<file path="config.mk">
export PLATFORM = sky130hd
export DESIGN_NAME = lpm_sequencer
export DESIGN_NICKNAME = d
export VERILOG_FILES = /design/src/rtl/avr_ctrl_pkg.sv /design/src/rtl/lpm_sequencer.sv
export SDC_FILE = /design/constraint.sdc
export NUM_CORES = 1
export LEC_CHECK = 0
export BUFFER_PORTS_ARGS = -buffer_cell sky130_fd_sc_hd__buf_2
export CAP_MARGIN = 30
export CORE_MARGIN = 8
export CORE_UTILIZATION = 30
export DETAILED_ROUTE_END_ITERATION = 16
export PLACE_DENSITY = 0.49
export SLEW_MARGIN = 20
export SYNTH_ARGS = -nofsm -noshare
export SYNTH_HDL_FRONTEND = slang
export SYNTH_SLANG_ARGS = --single-unit
</file>
<file path="constraint.sdc">
create_clock -name clk_i -period 1.8 [get_ports clk_i]
set_input_delay 0.09 -clock clk_i [delete_from_list [all_inputs] [get_ports clk_i]]
set_output_delay 0.09 -clock clk_i [all_outputs]
set_load 0.005 [all_outputs]
</file>
<file path="src/rtl/avr_ctrl_pkg.sv">
// Shared control-unit definitions: decoded instruction IDs and the common
// sequencer state encoding used across the control_unit blocks.
package avr_ctrl_pkg;

  // Decoded instruction IDs produced by the decode stage
  localparam logic [7:0] ID_NOP      = 8'h00;
  localparam logic [7:0] ID_LPM_R0   = 8'h22;
  localparam logic [7:0] ID_LPM_RD   = 8'h23;
  localparam logic [7:0] ID_LPM_RDZP = 8'h24;

  // Common multi-cycle sequencer state encoding
  localparam logic [1:0] S_IDLE = 2'd0;
  localparam logic [1:0] S_READ = 2'd1;
  localparam logic [1:0] S_WB   = 2'd2;

  typedef enum logic [1:0] {
    ST_IDLE = S_IDLE,
    ST_READ = S_READ,
    ST_WB   = S_WB
  } lpm_state_e;

  // Which LPM form was accepted; only the Z+ form post-increments Z
  typedef enum logic [1:0] {
    VAR_R0   = 2'd0,
    VAR_RD   = 2'd1,
    VAR_RDZP = 2'd2
  } lpm_var_e;

endpackage

</file>
<file path="src/rtl/lpm_sequencer.sv">
// Multi-cycle sequencer for the LPM instruction family. Stalls fetch while the
// program memory is read through the Z pointer, then issues the register-file
// writeback and the optional Z post-increment.
//
// state | meaning
// ------+---------------------------------------------------------------
// IDLE  | waiting for an LPM from decode; stall only in the accept cycle
// READ  | PM address mux on Z for PM_LAT cycles (down-counter to 0)
// WB    | register write (and Z+ for LPM Rd,Z+); fetch resumes
module lpm_sequencer
  import avr_ctrl_pkg::*;
#(
  parameter int ID_W   = 8,
  parameter int PM_LAT = 1
) (
  input  logic            clk_i,
  input  logic            reset_n_i,
  input  logic            instr_valid_i,
  input  logic [ID_W-1:0] instruction_id_i,
  input  logic            z_lsb_i,
  input  logic            flush_i,
  output logic            stall_o,
  output logic            busy_o,
  output logic            lpm_enable_o,
  output logic            pm_byte_sel_o,
  output logic            rd_sel_r0_o,
  output logic            rd_we_o,
  output logic            z_inc_o,
  output logic            done_o
);

  if (PM_LAT < 1 || PM_LAT > 7) begin : g_pm_lat_range
    $error("lpm_sequencer: PM_LAT=%0d outside legal range 1..7", PM_LAT);
  end

  lpm_state_e state_q, state_d;
  logic [2:0] cnt_q, cnt_d;
  lpm_var_e   var_q, var_d;
  logic       zlsb_q, zlsb_d;
  logic       r0_q, r0_d;

  logic       id_is_lpm;
  lpm_var_e   id_var;
  logic       accept;

  // Classify the incoming decoded ID
  always_comb begin
    id_is_lpm = 1'b1;
    id_var    = VAR_R0;
    if (instruction_id_i == ID_W'(ID_LPM_R0)) begin
      id_var = VAR_R0;
    end else if (instruction_id_i == ID_W'(ID_LPM_RD)) begin
      id_var = VAR_RD;
    end else if (instruction_id_i == ID_W'(ID_LPM_RDZP)) begin
      id_var = VAR_RDZP;
    end else begin
      id_is_lpm = 1'b0;
    end
  end

  // Accept is gated by reset so stall stays low while reset is held
  assign accept = reset_n_i && (state_q == ST_IDLE) && instr_valid_i &&
                  !flush_i && id_is_lpm;

  // Next-state, latency counter and latched instruction fields
  always_comb begin
    state_d = state_q;
    cnt_d   = cnt_q;
    var_d   = var_q;
    zlsb_d  = zlsb_q;
    r0_d    = r0_q;
    case (state_q)
      ST_IDLE: begin
        if (accept) begin
          state_d = ST_READ;
          cnt_d   = 3'(PM_LAT - 1);
          var_d   = id_var;
          zlsb_d  = z_lsb_i;
          r0_d    = (id_var == VAR_R0);
        end
      end
      ST_READ: begin
        if (cnt_q == 3'd0) begin
          state_d = ST_WB;
        end else begin
          cnt_d = cnt_q - 3'd1;
        end
      end
      ST_WB: begin
        state_d = ST_IDLE;
      end
      default: begin
        state_d = ST_IDLE;
      end
    endcase
    // A redirect abandons the instruction whatever phase it is in
    if (flush_i) begin
      state_d = ST_IDLE;
    end
  end

  // State and latched-field registers with synchronous active-low reset
  always_ff @(posedge clk_i) begin
    if (!reset_n_i) begin
      state_q <= ST_IDLE;
      cnt_q   <= 3'd0;
      var_q   <= VAR_R0;
      zlsb_q  <= 1'b0;
      r0_q    <= 1'b0;
    end else begin
      state_q <= state_d;
      cnt_q   <= cnt_d;
      var_q   <= var_d;
      zlsb_q  <= zlsb_d;
      r0_q    <= r0_d;
    end
  end

  // Moore outputs from registered state; stall adds the combinational accept.
  // Everything is forced low while reset is held, even before the reset edge.
  always_comb begin
    stall_o       = reset_n_i && (accept || (state_q == ST_READ));
    busy_o        = reset_n_i && (state_q != ST_IDLE);
    lpm_enable_o  = reset_n_i && (state_q == ST_READ);
    pm_byte_sel_o = reset_n_i && zlsb_q;
    rd_sel_r0_o   = reset_n_i && r0_q;
    done_o        = reset_n_i && (state_q == ST_WB);
    rd_we_o       = reset_n_i && (state_q == ST_WB) && !flush_i;
    z_inc_o       = reset_n_i && (state_q == ST_WB) && !flush_i &&
                    (var_q == VAR_RDZP);
  end

endmodule
</file>
### Word-level counts from Yosys, hierarchy flattened

Cells that the tools add are included.

| storage, ports and cells | value |
|---|---|
| bits of input ports | 13 |
| register bits | 9 |
| output and inout bits | 8 |
| word-level logic and storage cells | 51 |

| cells by class | value |
|---|---|
| $add $sub $neg | 1 |
| mux-type cells | 12 |
| reductions and logical operators | 23 |
| equality and inequality tests | 9 |
| bitwise gates (word level) | 1 |

Operators by type and width:

| kind | number |
|---|---|
| $eq 8x6->1 const B | 3 |
| $logic_and 1x1->1 | 12 |
| $mux 2 | 5 |
| $mux 3 | 2 |
| $ne 2x2->1 const B | 3 |
| $pmux 3 s2 | 1 |
| $eq 2x2->1 const B | 2 |
| $logic_not 2->1 | 2 |
| $pmux 2 s2 | 1 |
| $reduce_and 2->1 | 2 |
| $reduce_bool 2->1 | 2 |
| $logic_not 3->1 | 1 |
| $mux 1 | 3 |
| $reduce_and 3->1 | 1 |
| $sub 3x1->3 const B | 1 |
| $eq 2x1->1 const B | 1 |
| $reduce_or 2->1 | 1 |
| $logic_not 1->1 | 1 |
| $logic_or 1x1->1 | 1 |
| $not 1->1 | 1 |

### Depth between registers and ports, before layout

Gate-level depths: netlist of the first run.

| depth | value |
|---|---|
| word-level depth | 7 |
| depth in mapped cells | 6 |
| depth with buffers taken out | 6 |

### Least setup slack after synthesis of the first run

OpenSTA, ideal clock, no wires.

| timing | value |
|---|---|
| kind | register to register |
| from | register state_q[1] |
| to | register zlsb_q |
| required time | 1.679 ns |
| cell stages (with the launch flop) | 4 |
| buffers on the path | 0 |
| period minus slack after synthesis | 1.353 ns |
| path slack | 0.447 ns |
| data arrival time | 1.232 ns |
| library setup time | 0.121 ns |
| path through | dfxtp_1 nor4_4 o2111ai_2 mux2_4 |

| on the way | value |
|---|---|
| cells in the longest elaborated chain, start to end | 6 |

Ends and longest elaborated chain:

| what | RTL line | source |
|---|---|---|
| start, declared | lpm_sequencer.sv:36 | `lpm_state_e state_q, state_d;` |
| start signal, assigned | lpm_sequencer.sv:111 | `state_q <= state_d;` |
| $logic_not 2->1 (*) | lpm_sequencer.sv:62, lpm_sequencer.sv:72 |  |
| $logic_and 1x1->1 (3 in a row) | lpm_sequencer.sv:62 | `assign accept = reset_n_i && (state_q == ST_IDLE) && instr_valid_i &&` |
| $logic_and 1x1->1 | lpm_sequencer.sv:63 | `!flush_i && id_is_lpm;` |
| $reduce_and 2->1 (no line) (*) | - |  |
| end signal, assigned | lpm_sequencer.sv:114 | `zlsb_q <= zlsb_d;` |
| end, declared | lpm_sequencer.sv:39 | `logic zlsb_q, zlsb_d;` |

Every way passes the cells marked *; elsewhere a longest branch is shown, timed or not.
A chain may end at the register's enable or synchronous reset.

### Worst setup path in the final report of the first run

| timing | value |
|---|---|
| from | register state_q[1] |
| to | output port stall_o |

| on the way | value |
|---|---|
| cells in the longest elaborated chain, start to end | 7 |
| elaborated cells on any way between the ends | 8 |
| those cells by class | eq/ne: 1; reduce/logical: 7 |

Ends and longest elaborated chain:

| what | RTL line | source |
|---|---|---|
| $logic_not 2->1 | lpm_sequencer.sv:62 |  |
| $logic_and 1x1->1 (3 in a row) | lpm_sequencer.sv:62 |  |
| $logic_and 1x1->1 | lpm_sequencer.sv:63 |  |
| $logic_or 1x1->1 (*) | lpm_sequencer.sv:122 | `stall_o = reset_n_i && (accept \|\| (state_q == ST_READ));` |
| $logic_and 1x1->1 (*) | lpm_sequencer.sv:122 |  |
| end, declared | lpm_sequencer.sv:22 | `output logic stall_o,` |

Marks and branches as above.

==> key figures, run 1 <==
STA
  • Tmin final: 1.70 ns
  • Clock Skews: 0.00525 ns
  • Fmax: slightly below 600 MHz
  • Final setup vio count: 0
  • Slew Limit Headroom: 73.6%
  • Period Utilization, post-route: 94.6%
  • Hold slack: ~0.043 ns
  • Final Hold Viols: 0
  • Setup_tns: 0 ns
  • Fin. max-slew vios: 0
  • Slew @ Worst Pin: 0.393 ns

Logic synthesis
  • Area share of the largest cell type after synthesis: roughly a third
  • Commonest cells post-synth: 9 x dfxtp_1, 6 x nand3_1, 5 x a21oi_1, 5 x nand2_1, 4 x nor2_1
  • Yosys reg bits: 9
  • Share of async-settable or async-resettable flops after synthesis: 0%
  • Ys flop type: dfxtp_1
  • Yosys top cell by area: dfxtp_1
  • Count leader, synth: dfxtp_1
  • Synth warnings: 0
  • Mapped Cells: between 60 and 70
  • Avg Cell Area, Syn: ~9 um2
  • Synth cell types: 29
  • Syn Std Cell Area: 552 um2
  • Syn nets: 77
  • Register area share after synthesis: between 30% and 40%
  • Post-synth EDFFs: 0
  • Largest cells by area after synthesis: dfxtp_1 33%, nand3_1 5.4%, a21oi_1 4.5%

Place
  • Placed instance area: 679 um2
  • Dpl cells: about 110
  • GP Congestion: between 0.7 and 0.8
  • Port bufs: 20
  • Post-detail-place hpwl: approximately 1.1 mm

Floorplanning
  • Chip Width: between 50 and 60 um
  • Full die area: 0.00347 mm2
  • Chip Height: roughly 59 um
  • Placement Rows: 15
  • I/O Pins: 21
  • Initial Utilization: between 30% and 40%
  • Core area: 0.00173 mm2

Flow run
  • Number of max-cap violations: 0

Detailed routing
  • Initial DRC Count: 3
  • Drt first pass iters: 4
  • DR WL/cell: approximately 12 um
  • Vias: 506
  • Number of remaining DRC errors: 0
  • Post-route ant nets: 0
  • DRT Wirelength: between 1 and 1.5 mm
  • Via density: ~4.6

Clock network
  • CTS Hold Bufs: 0
  • Root Buffer: clkbuf_4
  • H-tree depth: 1
  • CTS tree: built
  • CTS Buf Count: 3
  • Total clock sinks: 9
  • Worst-Skew Late Latency: 0.27 ns
  • CTS Buffer Depth: 2
  • PostCTS Resize Cnt: 0
  • Setup Buffers After CTS: 0
  • Clock Pin Slew Worst Setup and Hold Paths: 0.07 ns

Setup path
  • Critical path endpoint category: output pin
  • Critical path class: reg2out
  • CP startpoint kind: flop
  • WP buf/inv: 1
  • Crit path cell chain: nor4_4 -> o2111ai_4 -> or2b_1 -> buf_2
  • CP delay by family, top: simple AND/OR/NAND/NOR gates
  • Critical-path top delay cell: nor4_4
  • Arrival time worst endpoint: between 1.5 and 2 ns
  • CP max FO: 6
  • Critical Path Max Stage Delay: 0.44 ns
  • CP required: around 1.7 ns

Power
  • Leakage power: 0.318 nW
  • Pwr/cell area: between 500 and 600 mW/mm2
  • Max VDD drop: approximately 0.26 mV

Finish
  • Layout Cells excl Fill: 110
  • Post-Layout Inst Area: about 700 um2
  • Nets: between 100 and 150
  • FILL cells: around 190
  • N_diodes: 0
  • Syn-to-layout area delta: 30.2%
  • Final Util: 41.6%
  • Layout cells sized above 1: between 30 and 40%

GRT
  • First-pass GRT wire length: 2.21 mm
  • Vias in the first global route: 490
  • Overflow after GRT: 0
  • GRT Util Overall: under 10%
  • Antenna violations before repair: 0
  • Pin count of the biggest net entering global routing: 8

Worst hold path
  • Hold WC Path Type: in2reg

Outcome
  • Status: finished, final reports clean
flip-flops by register name, summed over array words and instances (netlist names):
signal / count
cnt_q: 3
state_q: 2
var_q: 2
r0_q: 1
zlsb_q: 1
final timing paths:
kind	start	endpoint	slack, ns	depth (start not counted)
min reg2reg	var_q[0]$_SDFFE_PN0P_	var_q[0]$_SDFFE_PN0P_	0.48	2
min	z_lsb_i	zlsb_q$_SDFFE_PN0P_	0.04	2
max	state_q[1]$_SDFFE_PP0P_	stall_o	0.1	4
max reg2reg	state_q[1]$_SDFFE_PP0P_	r0_q$_SDFFE_PN0P_	0.31	4
through the flow:
stage | power (mW) | worst slack (ns)
3_5_place_dp | 0.240 | 0.302
4_1_cts | 0.403 | 0.0632
3_3_place_gp | 0.240 | 0.342
2_1_floorplan | 0.220 | 0.447
6_report | 0.402 | 0.0979
5_1_grt | 0.419 | -0.0194
where the power goes:
part	switching (mW)	internal (mW)
registers	0.000115	0.199
logic	0.0218	0.0165
clock network	0.0821	0.0823
per-layer routing:
metal,track usage [%],part of all wire [%],vias up
met3,3.91,10,4
li1,-,-,265
met4,6.14,1.5,0
met2,11.4,37,22
met1,9.91,51,215
met5,0,0,-
layout by cell type (no fill, tap or decap), types with 2 or more instances in the layout:
| cell type | instances |
|---|---|
| inv_1 | 3 |
| buf_2 | 20 |
| nor2b_1 | 3 |
| nor2_1 | 4 |
| ha_1 | 2 |
| clkbuf_4 | 3 |
| a21oi_1 | 5 |
| nand2_1 | 5 |
| nand4_1 | 2 |
| nor3b_1 | 2 |
| and2_1 | 2 |
| nand3_1 | 6 |
| and2b_1 | 2 |
| dfxtp_1 | 9 |
worst register-to-register path: cells and delay by family (launching register included):
kind / cells / cell delay, ns
AND/OR/NAND/NOR: 3 / 0.82
flip-flops: 1 / 0.36
AO/OA/AOI/OAI: 1 / 0.21
layout make-up:
class                   count  area, um2  share of cell area, %
multi-input cells          49        368                   51.2
flip-flops and latches      9        180                   25.1
repair buffers             20        100                   13.9
well taps                  25       31.3                   4.36
clock buffers               3       22.5                   3.14
inverters                   3       11.3                   1.57
clock inverters             1       5.00                  0.697
cell families (layout without fill, tap and decap cells):
| group | Yosys count | in the layout | share of synthesized area [%] |
|---|---|---|---|
| adders and majority gates | 2 | 2 | 4.53 |
| buffers and inverters | 4 | 27 | 2.72 |
| DFF | 9 | 9 | 32.7 |
| xor gates and xnor gates | 1 | 1 | 1.59 |
| and+or+nand+nor | 36 | 36 | 43.1 |
| muxes | 1 | 1 | 2.72 |
| AOI/OAI and AO/OA | 9 | 9 | 12.7 |
Power figures use the tool's default switching activity.
==> run 2: changes to the inputs <==
- ABC_AREA: not set -> 1
==> run 2 against run 1 <==
  * Sequential share of layout area grew 0.49 points
  * Maximum frequency is 20% higher
  * Non-clock buffer count stayed put
  * Synthesized area is 1.1% lower
  * Critical path depth rose by 2
  * Final cell count up 20%
  * Design area is 1.9% lower
  * Critical path type unchanged
  * Highest routed layer unchanged
==> key figures, run 2 <==
Logic synthesis
  • Count leader, synth: nand2_1
  • Syn nets: a little under 100
  • Ys flop type: dfxtp_1
  • Commonest cells post-synth: 20 x nand2_1, 16 x inv_1, 12 x nor2_1
  • Register area share after synthesis: between 30% and 40%
  • Post-synth EDFFs: 0
  • Area share of the largest cell type after synthesis: between 30% and 40%
  • Avg Cell Area, Syn: about 6.6 um2
  • Largest cells by area after synthesis: dfxtp_1 33%, nand2_1 14%, inv_1 11%
  • Share of async-settable or async-resettable flops after synthesis: 0%
  • Syn Std Cell Area: 546 um2
  • Yosys top cell by area: dfxtp_1
  • Synth cell types: 18
  • Mapped Cells: 83
  • Yosys reg bits: 9
  • Synth warnings: 0

Finish
  • Syn-to-layout area delta: 29.1%
  • N_diodes: 0
  • Max reg flops: 3
  • Final Util: 40.8%
  • Layout cells sized above 1: 30.8%
  • Nets: ~120
  • FILL cells: about 210
  • Top reg by flops: cnt_q
  • Biggest regs: cnt_q x3, state_q x2, var_q x2
  • Most frequent cells in the layout: 20 x nand2_1, 20 x buf_2, 16 x inv_1

Setup path
  • Arrival time worst endpoint: approximately 1.3 ns
  • CP startpoint kind: flop
  • Critical path class: reg2out
  • CP max FO: 9
  • CP required: 1.71 ns
  • Critical path endpoint category: output pin

Flow run
  • Number of max-cap violations: 0

Outcome
  • Status: finished, final reports clean

Place
  • Post-detail-place hpwl: around 1.1 mm
  • Port bufs: 20
  • GP Congestion: 0.764
  • Place WS: roughly 0.57 ns

GRT
  • Met1 Usage GRT: under 10%
  • Antenna violations before repair: 0
  • First-pass GRT wire length: roughly 2.2 mm
  • Routing usage on met3: between 5 and 6%
  • Most Crowded Layer GR: met2
  • Overflow after GRT: 0
  • Pin count of the biggest net entering global routing: 10
  • Met2 Usage GRT: around 14%
  • Vias in the first global route: approximately 540
  • GRT Util Overall: under 10%

Clock network
  • CTS Buf Count: 3
  • Root Buffer: clkbuf_4
  • CTS tree: built
  • Total clock sinks: 9
  • Setup Buffers After CTS: 0
  • CTS Hold Bufs: 0
  • H-tree depth: 1
  • Clock Pin Slew Worst Setup and Hold Paths: about 0.070 ns
  • Worst-Skew Late Latency: between 0.2 and 0.3 ns
  • PostCTS Resize Cnt: 0
  • CTS Buffer Depth: 2

Detailed routing
  • Drt first pass iters: 4
  • DRT Wirelength: ~1.3 mm
  • DR WL/cell: between 9 and 10 um
  • Vias: about 560
  • Number of remaining DRC errors: 0
  • Initial DRC Count: 6
  • Post-route ant nets: 0
  • Via density: around 4.3

Power
  • Max VDD drop: around 0.41 mV
  • Pwr Total: roughly 390 uW
  • Sw frac: between 20% and 30%
  • Part of the power in registers: between 50% and 60%
  • Pwr/cell area: 559 mW/mm2
  • Clk pwr share: around 41%
  • Combinational fraction of design power: roughly 8.1%
  • Int Power: 296 uW
  • Psw: ~100 uW
  • Leakage power: roughly 0.4 nW

STA
  • Worst setup margin: between 0.3 and 0.4 ns
  • Fmax: 702 MHz
  • RSZ-0062 raised after global routing: false
  • Tmin final: approximately 1.4 ns
  • Setup_tns: 0 ns
  • Period Utilization, post-route: roughly four fifths
  • Slew @ Worst Pin: between 0.2 and 0.25 ns
  • Slew Limit Headroom: between 80% and 90%
  • Final setup vio count: 0
  • Clock Skews: 0.0135 ns
  • Fin. max-slew vios: 0
  • Final Hold Viols: 0
  • Hold slack: a little over 0.008 ns

Floorplanning
  • Chip Width: 58.6 um
  • Placement Rows: 15
  • Initial Utilization: a little under a third
  • Core area: approximately 0.0017 mm2
  • I/O Pins: 21
  • Full die area: ~0.0034 mm2
  • Chip Height: approximately 59 um

Worst hold path
  • Hold WC Path Type: in2reg
[run 2: changes by cell type in the layout (fill, tap and decap cells not counted), sizes merged, moves of 3 or more]
cell | before | now
nand2 | 5 | 23
inv | 3 | 17
nor2 | 4 | 13
and2 | 3 | 0
nor2b | 3 | 0
nor3 | 0 | 3
[run 2: logic make-up (layout without fill, tap and decap cells)]
family / Yosys count / in the layout / synth area share [%]
flops: 9 / 9 / 33.0
xor+xnor: 1 / 1 / 1.61
buf+inv: 18 / 42 / 12.6
compound gates: 9 / 9 / 8.95
fa+ha+maj: 2 / 2 / 4.59
simple gates: 44 / 44 / 39.2
[run 2: worst paths after layout]
kind,end,cells past startpoint,start,slack (ns)
worst min-delay path,zlsb_q$_SDFFE_PN0P_,3,z_lsb_i,0.008
worst min register to register,var_q[1]$_SDFFE_PN0P_,2,var_q[1]$_SDFFE_PN0P_,0.47
worst max-delay path,stall_o,6,state_q[1]$_SDFFE_PP0P_,0.38
worst max register to register,cnt_q[0]$_SDFFE_PN0P_,9,cnt_q[0]$_SDFFE_PN0P_,0.55
[run 2: cell type report]
class / count / area, um2 / area share, %
timing repair buffer: 20 / 100 / 14.2
tap: 25 / 31.3 / 4.44
inverter: 18 / 68.8 / 9.77
multi-input combinational: 56 / 297 / 42.1
sequential: 9 / 180 / 25.6
clock inverter: 1 / 5.00 / 0.710
clock buffer: 3 / 22.5 / 3.20
[run 2: layer usage]
layer,vias up,share of wire [%],wire length (um)
met2,19,43,546
met4,0,0.24,3
li1,301,-,-
met1,241,48,607
met5,-,0,0
met3,2,9.0,114
[run 2: power groups by stage]
stage	Sequential (mW)	Combinational (mW)	Clock [mW]
2_1_floorplan	0.204	0.0152	0
3_3_place_gp	0.204	0.0319	0
3_5_place_dp	0.204	0.0325	0
4_1_cts	0.199	0.0326	0.166
5_1_grt	0.199	0.0366	0.180
6_report	0.199	0.0318	0.162
[run 2: stage by stage]
| stage | std cells | instance area [um2] |
|---|---|---|
| floorplan | 83 | 546 |
| global placement | 128 | 677 |
| detailed placement | 128 | 677 |
| CTS | 132 | 704 |
| global route | 132 | 704 |
| finish | 132 | 704 |
[run 2: critical path: stages, from the launching register on]
cell     delay [ns]
dfxtp_1        0.29
inv_1          0.09
nand2_1        0.10
nor3b_4        0.24
nand2_4        0.13
o21ai_0        0.09
buf_2          0.13
==> run 3: changes to the inputs <==
- ABC_AREA: 1 -> 0
- PLACE_DENSITY: 0.49 -> 0.51
- clock period: 1.8 -> 1.1 ns (I/O delays scaled with it)
==> run 3 against run 2 <==
  * The run now ends with negative setup slack left
  * Critical path depth decreased by 1
  * Highest routed layer unchanged
  * Final cell count shrank 0.76%
  * Critical path type unchanged
  * Largest cell class unchanged
  * Sequential power rose by 64%
  * Global-route usage is 1.1 points higher
  * Largest power group unchanged
  * Clock-buffer cell count rose by 1
  * First-iteration DRC count up 50%
==> key figures, run 3 (synthesized netlist as in run 1, its figures left out) <==
Outcome
  • Status: finished with violations
  • Violated checks: negative setup slack

Place
  • Dpl cells: 121
  • Port bufs: 20
  • Post-detail-place hpwl: 1.20 mm
  • GP Congestion: 0.768

GRT
  • Met1 Usage GRT: between 10% and 20%
  • Antenna violations before repair: 0
  • GRT Util Overall: about a tenth
  • Routing usage on met3: under 10%
  • Overflow after GRT: 0
  • First-pass GRT wire length: 2.49 mm
  • Met2 Usage GRT: between 10 and 15%
  • Vias in the first global route: 588
  • Most Crowded Layer GR: met2
  • Pin count of the biggest net entering global routing: 8

Setup path
  • CP max FO: 2
  • Critical path endpoint category: output pin
  • Crit path cell chain: buf_6 -> and2b_2 -> and2_4 -> or2b_1 -> buf_2
  • Critical path class: reg2out
  • Arrival time worst endpoint: approximately 1.4 ns
  • CP startpoint kind: flop
  • CP required: 1.04 ns
  • Critical Path Max Stage Delay: roughly 0.34 ns
  • Critical-path top delay cell: dfxtp_2

Finish
  • Biggest regs: cnt_q x3, state_q x2, var_q x2
  • Top reg by flops: cnt_q
  • Commonest non-fill, non-tap cell in the layout: buf_2
  • Layout cells sized above 1: between 60% and 70%
  • Final Util: ~55%
  • Max reg flops: 3
  • Syn-to-layout area delta: 71.7%
  • Nets: 122
  • N_diodes: 0
  • Most frequent cells in the layout: 18 x buf_2, 17 x buf_4, 6 x dfxtp_1, 6 x buf_6, 4 x nor2_1
  • Layout Cells excl Fill: roughly 130

Power
  • Max VDD drop: 0.726 mV
  • Leakage power: between 0.4 and 0.5 nW
  • Pwr/cell area: approximately 710 mW/mm2

STA
  • Fin. max-slew vios: 0
  • RSZ-0062 raised after global routing: true
  • Final setup vio count: 14
  • Slew @ Worst Pin: between 0.3 and 0.4 ns
  • Fmax: around 700 MHz
  • Slew Limit Headroom: between 70% and 80%
  • Hold slack: ~0.021 ns
  • Tmin final: between 1 and 1.5 ns
  • Worst setup margin: -0.346 ns
  • Period Utilization, post-route: 131%
  • Setup_tns: -2.50 ns
  • Clock Skews: between 0.005 and 0.006 ns
  • Final Hold Viols: 0

Worst hold path
  • Hold WC Path Type: in2reg

Floorplanning
  • Placement Rows: 15
  • Chip Height: around 59 um
  • Core area: ~0.0017 mm2
  • I/O Pins: 21
  • Chip Width: a little under 60 um
  • Initial Utilization: 32.0%
  • Full die area: roughly 0.0035 mm2

Detailed routing
  • Vias: 616
  • Post-route ant nets: 0
  • Drt first pass iters: 2
  • Initial DRC Count: 9
  • DRT Wirelength: 1.62 mm
  • Number of remaining DRC errors: 0
  • Via density: 4.70
  • DR WL/cell: ~12 um

Flow run
  • Number of max-cap violations: 0

Clock network
  • CTS Hold Bufs: 0
  • Total clock sinks: 9
  • Clock Pin Slew Worst Setup and Hold Paths: 0.06 ns
  • H-tree depth: 1
  • CTS Buf Count: 3
  • CTS tree: built
  • CTS Buffer Depth: 2
  • Worst-Skew Late Latency: between 0.2 and 0.3 ns
  • Root Buffer: clkbuf_4
run 3: layout make-up:
cell class,instances,area (um2)
clock buffer,4,26.3
fill,171,779
inverter,3,11.3
multi-input combinational,49,409
sequential,9,184
tap,25,31.3
timing repair buffer,41,285
run 3: metal layers:
| layer | up-vias | part of all wire (%) | wire length (um) |
|---|---|---|---|
| met3 | 2 | 8.0 | 130 |
| met4 | 0 | 0.80 | 13 |
| li1 | 311 | - | - |
| met2 | 18 | 46 | 743 |
| met1 | 285 | 45 | 736 |
| met5 | - | 0 | 0 |
run 3: worst max-delay path: cells and delay by family, from the launching register on:
family	cells	cell delay, ns
and+or+nand+nor	3	0.56
DFF	1	0.34
buffers and inverters	2	0.24
run 3: per-stage QoR:
step | setup slack, ns | area, um2 | power [mW]
after floorplan | -0.203 | 561 | 0.362
after global placement | -0.225 | 801 | 0.412
after detailed placement | -0.254 | 801 | 0.414
after CTS | -0.360 | 922 | 0.689
after global routing | -0.385 | 947 | 0.713
final | -0.346 | 947 | 0.675
run 3: final timing paths:
| kind | startpoint | to | slack, ns | cells past startpoint |
|---|---|---|---|---|
| worst max-delay path | state_q[0]$_SDFFE_PP0P_ | stall_o | -0.35 | 5 |
| worst min-delay path | z_lsb_i | zlsb_q$_SDFFE_PN0P_ | 0.02 | 2 |
| worst max register to register | state_q[0]$_SDFFE_PP0P_ | r0_q$_SDFFE_PN0P_ | -0.28 | 5 |
| worst min register to register | cnt_q[1]$_SDFFE_PN0P_ | cnt_q[1]$_SDFFE_PN0P_ | 0.47 | 2 |
run 3: timing repair:
action | 4_1_cts | 5_1_grt
gates resized for setup | 13 | 6
buffers inserted | 6 | 0
pin swaps | 10 | 5
setup endpoints to repair | 13 | 14
run 3: power by group:
| group | leakage, nW | switching (mW) | internal, mW | total (mW) |
|---|---|---|---|---|
| clock network | 0.0150 | 0.121 | 0.140 | 0.261 |
| logic | 0.354 | 0.0401 | 0.0470 | 0.0871 |
| registers | 0.0740 | 0.000204 | 0.326 | 0.326 |
| total | 0.443 | 0.161 | 0.513 | 0.675 |
